File: src/rtl/ramp_generator_pkg.sv
// Shared types and constants for the single-slope ramp sequencer (package ramp_pkg).
package ramp_pkg;

  typedef enum logic [1:0] {
    IDLE  = 2'd0,
    TRACK = 2'd1,
    RAMP  = 2'd2,
    DONE  = 2'd3
  } state_e;

  localparam int DEF_WIDTH         = 8;
  localparam int DEF_STEP_WIDTH    = 4;
  localparam int DEF_SETTLE_CYCLES = 4;

  // Full-scale DAC code for a given code width (2^width - 1).
  function automatic logic [31:0] max_code(input int unsigned width);
    max_code = (32'd1 << width) - 32'd1;
  endfunction

endpackage

File: src/rtl/ramp_generator_if.sv
// Conversion control and ramp outputs between the sequencer (slave) and its controller (master).
interface ramp_generator_if
  import ramp_pkg::*;
#(
  parameter int WIDTH      = DEF_WIDTH,
  parameter int STEP_WIDTH = DEF_STEP_WIDTH
) ();

  logic                  start;
  logic [STEP_WIDTH-1:0] step;
  logic                  comp_out;
  logic [WIDTH-1:0]      dac_code;
  logic                  sh_en;
  logic                  ramp_sync;
  logic                  busy;
  logic                  done;

  modport master (
    output start, step, comp_out,
    input  dac_code, sh_en, ramp_sync, busy, done
  );

  modport slave (
    input  start, step, comp_out,
    output dac_code, sh_en, ramp_sync, busy, done
  );

endinterface

File: src/rtl/ramp_generator_sync_2ff.sv
// Two-flop synchronizer for the asynchronous comparator output; async active-high reset to 0.
module sync_2ff (
  input  logic clk,
  input  logic rst,
  input  logic d,
  output logic q
);

  logic meta_q;
  logic sync_q;

  // Metastability chain: raw input is visible at q two edges after it changes.
  always_ff @(posedge clk or posedge rst) begin
    if (rst) begin
      meta_q <= 1'b0;
      sync_q <= 1'b0;
    end else begin
      meta_q <= d;
      sync_q <= meta_q;
    end
  end

  assign q = sync_q;

endmodule

File: src/rtl/ramp_generator.sv
// Reference-ramp sequencer: IDLE -> TRACK (sample-and-hold) -> RAMP (DAC steps) -> DONE.
// Optional comparator early stop is compiled in with `define RAMP_EARLY_STOP_EN.
module ramp_generator
  import ramp_pkg::*;
#(
  parameter int WIDTH         = DEF_WIDTH,
  parameter int STEP_WIDTH    = DEF_STEP_WIDTH,
  parameter int SETTLE_CYCLES = DEF_SETTLE_CYCLES
) (
  input logic             clk,
  input logic             rst,
  ramp_generator_if.slave bus
);

  localparam int SUM_W = WIDTH + 1;
  localparam int CNT_W = (SETTLE_CYCLES > 1) ? $clog2(SETTLE_CYCLES) : 1;

  localparam logic [SUM_W-1:0]      MAX_SUM     = SUM_W'(max_code(WIDTH));
  localparam logic [WIDTH-1:0]      MAX_DAC     = WIDTH'(max_code(WIDTH));
  localparam logic [WIDTH-1:0]      ZERO_DAC    = {WIDTH{1'b0}};
  localparam logic [STEP_WIDTH-1:0] ZERO_STEP   = {STEP_WIDTH{1'b0}};
  localparam logic [STEP_WIDTH-1:0] ONE_STEP    = STEP_WIDTH'(1);
  localparam logic [CNT_W-1:0]      SETTLE_LOAD = CNT_W'(SETTLE_CYCLES - 1);
  localparam logic [CNT_W-1:0]      ZERO_CNT    = {CNT_W{1'b0}};
  localparam logic [CNT_W-1:0]      ONE_CNT     = CNT_W'(1);

  state_e                state_q, state_d;
  logic [WIDTH-1:0]      dac_code_q, dac_code_d;
  logic [STEP_WIDTH-1:0] step_q, step_d;
  logic [CNT_W-1:0]      cnt_q, cnt_d;
  logic                  sh_en_q, sh_en_d;
  logic                  ramp_sync_q, ramp_sync_d;
  logic                  busy_q, busy_d;
  logic                  done_q, done_d;

  logic [SUM_W-1:0]      sum_s;
  logic                  early_stop_s;

`ifdef RAMP_EARLY_STOP_EN
  logic comp_sync_s;
  logic comp_prev_q, comp_prev_d;

  sync_2ff u_comp_sync (
    .clk (clk),
    .rst (rst),
    .d   (bus.comp_out),
    .q   (comp_sync_s)
  );

  assign comp_prev_d = comp_sync_s;

  // Previous synchronized comparator level for rising-edge detection.
  always_ff @(posedge clk or posedge rst) begin
    if (rst) begin
      comp_prev_q <= 1'b0;
    end else begin
      comp_prev_q <= comp_prev_d;
    end
  end

  assign early_stop_s = comp_sync_s & ~comp_prev_q;
`else
  assign early_stop_s = 1'b0;
`endif

  // Compare in WIDTH+1 bits so an overshooting step saturates instead of wrapping.
  assign sum_s = {1'b0, dac_code_q} + SUM_W'(step_q);

  // Next-state and next-output logic; outputs are derived from the next state so they stay registered.
  always_comb begin
    state_d     = state_q;
    dac_code_d  = dac_code_q;
    step_d      = step_q;
    cnt_d       = cnt_q;
    ramp_sync_d = 1'b0;
    case (state_q)
      IDLE: begin
        dac_code_d = ZERO_DAC;
        if (bus.start) begin
          state_d = TRACK;
          step_d  = (bus.step == ZERO_STEP) ? ONE_STEP : bus.step;
          cnt_d   = SETTLE_LOAD;
        end else begin
          state_d = IDLE;
        end
      end
      TRACK: begin
        dac_code_d = ZERO_DAC;
        if (cnt_q == ZERO_CNT) begin
          state_d     = RAMP;
          ramp_sync_d = 1'b1;
        end else begin
          cnt_d = cnt_q - ONE_CNT;
        end
      end
      RAMP: begin
        if (early_stop_s || (dac_code_q == MAX_DAC)) begin
          state_d    = DONE;
          dac_code_d = ZERO_DAC;
        end else if (sum_s > MAX_SUM) begin
          dac_code_d = MAX_DAC;
        end else begin
          dac_code_d = sum_s[WIDTH-1:0];
        end
      end
      DONE: begin
        state_d    = IDLE;
        dac_code_d = ZERO_DAC;
      end
      default: begin
        state_d    = IDLE;
        dac_code_d = ZERO_DAC;
      end
    endcase
    sh_en_d = (state_d == TRACK);
    busy_d  = (state_d != IDLE);
    done_d  = (state_d == DONE);
  end

  // State and output registers.
  always_ff @(posedge clk or posedge rst) begin
    if (rst) begin
      state_q     <= IDLE;
      dac_code_q  <= ZERO_DAC;
      step_q      <= ZERO_STEP;
      cnt_q       <= ZERO_CNT;
      sh_en_q     <= 1'b0;
      ramp_sync_q <= 1'b0;
      busy_q      <= 1'b0;
      done_q      <= 1'b0;
    end else begin
      state_q     <= state_d;
      dac_code_q  <= dac_code_d;
      step_q      <= step_d;
      cnt_q       <= cnt_d;
      sh_en_q     <= sh_en_d;
      ramp_sync_q <= ramp_sync_d;
      busy_q      <= busy_d;
      done_q      <= done_d;
    end
  end

  assign bus.dac_code  = dac_code_q;
  assign bus.sh_en     = sh_en_q;
  assign bus.ramp_sync = ramp_sync_q;
  assign bus.busy      = busy_q;
  assign bus.done      = done_q;

endmodule
File: src/flat_wrapper.sv
// flat-port wrapper written by rule: the top's interface ports become plain ports
module ramp_generator_flat import ramp_pkg::*;
#(
  parameter int WIDTH         = DEF_WIDTH,
  parameter int STEP_WIDTH    = DEF_STEP_WIDTH,
  parameter int SETTLE_CYCLES = DEF_SETTLE_CYCLES
)
  (clk, rst, bus_start, bus_step, bus_comp_out, bus_dac_code, bus_sh_en, bus_ramp_sync, bus_busy, bus_done);
  ramp_generator_if #(.WIDTH(WIDTH), .STEP_WIDTH(STEP_WIDTH)) bus_i ();
  input logic clk;
  input logic rst;
  input wire logic [$bits(bus_i.start)-1:0] bus_start;
  input wire logic [$bits(bus_i.step)-1:0] bus_step;
  input wire logic [$bits(bus_i.comp_out)-1:0] bus_comp_out;
  output wire logic [$bits(bus_i.dac_code)-1:0] bus_dac_code;
  output wire logic [$bits(bus_i.sh_en)-1:0] bus_sh_en;
  output wire logic [$bits(bus_i.ramp_sync)-1:0] bus_ramp_sync;
  output wire logic [$bits(bus_i.busy)-1:0] bus_busy;
  output wire logic [$bits(bus_i.done)-1:0] bus_done;
  assign bus_i.start = bus_start;
  assign bus_i.step = bus_step;
  assign bus_i.comp_out = bus_comp_out;
  assign bus_dac_code = bus_i.dac_code;
  assign bus_sh_en = bus_i.sh_en;
  assign bus_ramp_sync = bus_i.ramp_sync;
  assign bus_busy = bus_i.busy;
  assign bus_done = bus_i.done;
  ramp_generator #(.WIDTH(WIDTH), .STEP_WIDTH(STEP_WIDTH), .SETTLE_CYCLES(SETTLE_CYCLES)) u_core (.clk(clk), .rst(rst), .bus(bus_i));
endmodule
File: config.mk
export PLATFORM = sky130hd
export DESIGN_NAME = ramp_generator_flat
export DESIGN_NICKNAME = d
export VERILOG_FILES = /design/src/rtl/ramp_generator_pkg.sv /design/src/rtl/ramp_generator_if.sv /design/src/rtl/ramp_generator_sync_2ff.sv /design/src/rtl/ramp_generator.sv /design/src/flat_wrapper.sv
export SDC_FILE = /design/constraint.sdc
export NUM_CORES = 1
export LEC_CHECK = 0
export ABC_AREA = 1
export ABC_CLOCK_PERIOD_IN_PS = 1400
export CAP_MARGIN = 20
export CELL_PAD_IN_SITES_DETAIL_PLACEMENT = 2
export CELL_PAD_IN_SITES_GLOBAL_PLACEMENT = 2
export CORE_AREA = 3 3 77 57
export CTS_BUF_LIST = sky130_fd_sc_hd__clkbuf_4
export DETAILED_ROUTE_END_ITERATION = 10
export DIE_AREA = 0 0 80 60
export HOLD_SLACK_MARGIN = 0.05
export PLACE_DENSITY_LB_ADDON = 0.1
export SKIP_LAST_GASP = 1
export SYNTH_ARGS = -nofsm -noshare
export SYNTH_HDL_FRONTEND = slang
export SYNTH_SLANG_ARGS = --single-unit
export TNS_END_PERCENT = 1
File: constraint.sdc
create_clock -name clk -period 1.4 [get_ports clk]
set_input_delay 0.14 -clock clk [delete_from_list [all_inputs] [get_ports clk]]
set_output_delay 0.14 -clock clk [all_outputs]
set_load 0.01 [all_outputs]
==> results.sh <==
export IMPL_rows=18
export IMPL_die_h_um=60
export IMPL_synth_edf_count=0
export IMPL_grt_start_max_net_pins=21
export IMPL_areaGrowthSynthToFinish_pct=37.4
export IMPL_fillers=426
export IMPL_async_flop_share_pct=100
export IMPL_ys_flop_type="dfrtp_1"
export IMPL_maxSlewViolCount=0
export IMPL_yosysMostFrequentCell="nand2_1"
export IMPL_grt_total_usage_pct=13.2
export IMPL_path_class="reg -> reg"
export IMPL_gp_routability_congestion=0.735
export IMPL_max_vdd_ir_drop_mv=0.465
export IMPL_synthesis_instances=117
export IMPL_antenna_found_initial=0
export IMPL_synth_top_area_share_pct=48.8
export IMPL_synthTopCellsByCount="22 x nand2_1, 20 x dfrtp_1, 20 x inv_1, 14 x nor2_1, 7 x a21oi_1"
export IMPL_p_sw_w=0.000188
export IMPL_routedWlPerCell_um=13.7
export IMPL_hpwl_um=2260
export IMPL_die_area_um2=4800
export IMPL_clkTransAtPathRegs_ps=110
export IMPL_final_antenna_net_count=0
export IMPL_setup_violations_final=16
export IMPL_hold_viol_final=0
export IMPL_worstHoldPathType="in -> async"
export IMPL_synth_top_area_cell="dfrtp_1"
export IMPL_via_count=897
export IMPL_cts_inserted_buffers=3
export IMPL_worstSkewPairLatency_ps=290
export IMPL_grt_pass1_wl_um=4820
export IMPL_core_area_um2=3600
export IMPL_status="complete, but fails checks"
export IMPL_post_route_period_util_pct=113
export IMPL_netlist_area_um2=1020
export IMPL_clockBufferDepth=2
export IMPL_drc_errors=0
export IMPL_ys_seq_area_share_pct=48.8
export IMPL_die_w_um=80
export IMPL_via_per_inst=4.49
export IMPL_arrival_ps=1780
export IMPL_io_pin_count=20
export IMPL_synth_cell_types=22
export IMPL_min_period_ps=1580
export IMPL_final_util_pct=39.1
export IMPL_drt_pass1_iter_count=3
export IMPL_required_ps=1600
export IMPL_fin_hold_ws_ps=173
export IMPL_maxSlewHeadroom_pct=81.2
export IMPL_grt_pass1_vias=1017
export IMPL_synth_area_leaders="dfrtp_1 49%, nand2_1 8.1%, inv_1 7.3%"
export IMPL_syn_nets=131
export IMPL_setup_slack_ps=-180
export IMPL_p_int_w=0.000695
export IMPL_rsz0062_at_grt="yes"
export IMPL_failed_checks="setup timing"
export IMPL_powerDensity_nw_per_um2=627
export IMPL_leakage_nw=0.705
export IMPL_cts_sinks=20
export IMPL_switching_share_pct=21.3
export IMPL_hold_buffers=0
export IMPL_tightest_slew_ps=282
export IMPL_overflow=0
export IMPL_ys_warn_count=0
export IMPL_htree_levels=1
export IMPL_drive_gt1_share_pct=20.0
export IMPL_cts_root_buffer="clkbuf_4"
export IMPL_wirelength_um=2750
export IMPL_fin_tns_setup_ps=-1810
export IMPL_maxCapViolCount=0
export IMPL_seqPwrFrac_pct=65.4
export IMPL_skew_ps=3.07
export IMPL_max_freq_ghz=0.633
export IMPL_diodes=0
export IMPL_avgSynthCellArea_um2=8.76
export IMPL_combPwrFrac_pct=3.8
export IMPL_setup_worst_path_start_class="flip-flop"
export IMPL_end_kind="flip-flop"
export IMPL_ys_ff_latch=20
export IMPL_start_util_pct=28.4
export IMPL_dp_slack_ps=-240
export IMPL_critPathMaxFanout=3
export IMPL_initialDrtViolationCount=22
export IMPL_final_nets=166
export IMPL_tritoncts="done"
export IMPL_numPortBuffers=18
export IMPL_clkPwrFrac_pct=30.8
==> metal layers <==
layer | GRT usage (%) | vias to the layer above | part of all wire, %
met5 | 0 | - | 0
met4 | 2.17 | 0 | 0.47
met3 | 2.86 | 2 | 2.7
met2 | 21.8 | 10 | 47
met1 | 18.1 | 451 | 49
li1 | - | 434 | -
==> kinds of logic after synthesis <==
logic type                 count (synthesis)  synth area share, %
muxes                                      2                 2.20
and+or+nand+nor                           54                 25.2
AOI/OAI and AO/OA                         12                 6.35
buffers and inverters                     21                 7.69
xor gates and xnor gates                   2                 1.71
adders and majority gates                  6                 8.06
DFF                                       20                 48.8
==> critical path, stage by stage, from the launching register on <==
cell,delay [ps]
dfrtp_1,380
ha_1,170
inv_1,60
fa_2,370
o21ai_4,190
buf_4,140
nand3b_1,70
nand2_1,70
nor2_1,40
==> cells in the final DEF, fill, tap and decap left out, types with 2 or more instances in the layout <==
cell,synthesis,layout
nand2_1,22,22
a21oi_1,7,7
nand2_2,3,3
clkbuf_4,0,3
dfrtp_1,20,20
xor2_1,2,2
clkdlybuf4s50_1,0,18
ha_1,5,4
nor2_1,14,14
buf_4,0,12
inv_1,20,20
o21ai_0,3,3
nand3_1,6,6
or2_2,2,2
mux2_2,2,2
==> final cells by class <==
type	instances	area (µm²)	area share, %
inverter	21	78.8	5.60
clock buffer	3	22.5	1.60
tap	50	62.6	4.44
multi-input combinational	76	473	33.6
timing repair buffer	30	270	19.2
sequential	20	500	35.6
==> timing repair <==
item                       CTS  global route
buffers inserted             2             1
resized for setup            3             0
setup endpoints to repair   16            18
pin swaps                    1             0
==> power by group through the flow <==
stage	clock, W	combinational (W)	sequential (W)
after CTS	0.000287	0.0000353	0.000577
after floorplan	0	0.0000101	0.000589
after global routing	0.000315	0.0000374	0.000578
after global placement	0	0.0000346	0.000589
final	0.000271	0.0000338	0.000577
after detailed placement	0	0.0000353	0.000589
==> final timing paths <==
path,slack [ps],cells after the start,to,from
setup / recovery,-180,8,u_core.bus.dac_code[4],u_core.step_q[0]
hold / removal,170,3,u_core.bus.dac_code[6],rst
setup reg to reg,-180,8,u_core.bus.dac_code[4],u_core.step_q[0]
hold reg to reg,560,2,u_core.cnt_q[1],u_core.cnt_q[1]
max in group asynchronous,1010,3,u_core.step_q[0],rst
min in group clk,460,3,u_core.step_q[0],bus_step[0]
==> stage by stage <==
step | cells | power, W | instance area (µm²)
detailed placement | 194 | 0.000624 | 1340
CTS | 199 | 0.000900 | 1400
global route | 200 | 0.000930 | 1410
global placement | 194 | 0.000623 | 1340
finish | 200 | 0.000883 | 1410
floorplan | 117 | 0.000599 | 1030
==> sequential cells by signal (all words and copies together), names as in the netlist <==
signal                flops
u_core.bus.ramp_sync      1
u_core.cnt_q              2
u_core.bus.sh_en          1
u_core.state_q            2
u_core.step_q             4
u_core.bus.done           1
u_core.bus.dac_code       8
u_core.bus.busy           1
No activity file was read; power rests on OpenSTA's default activity.
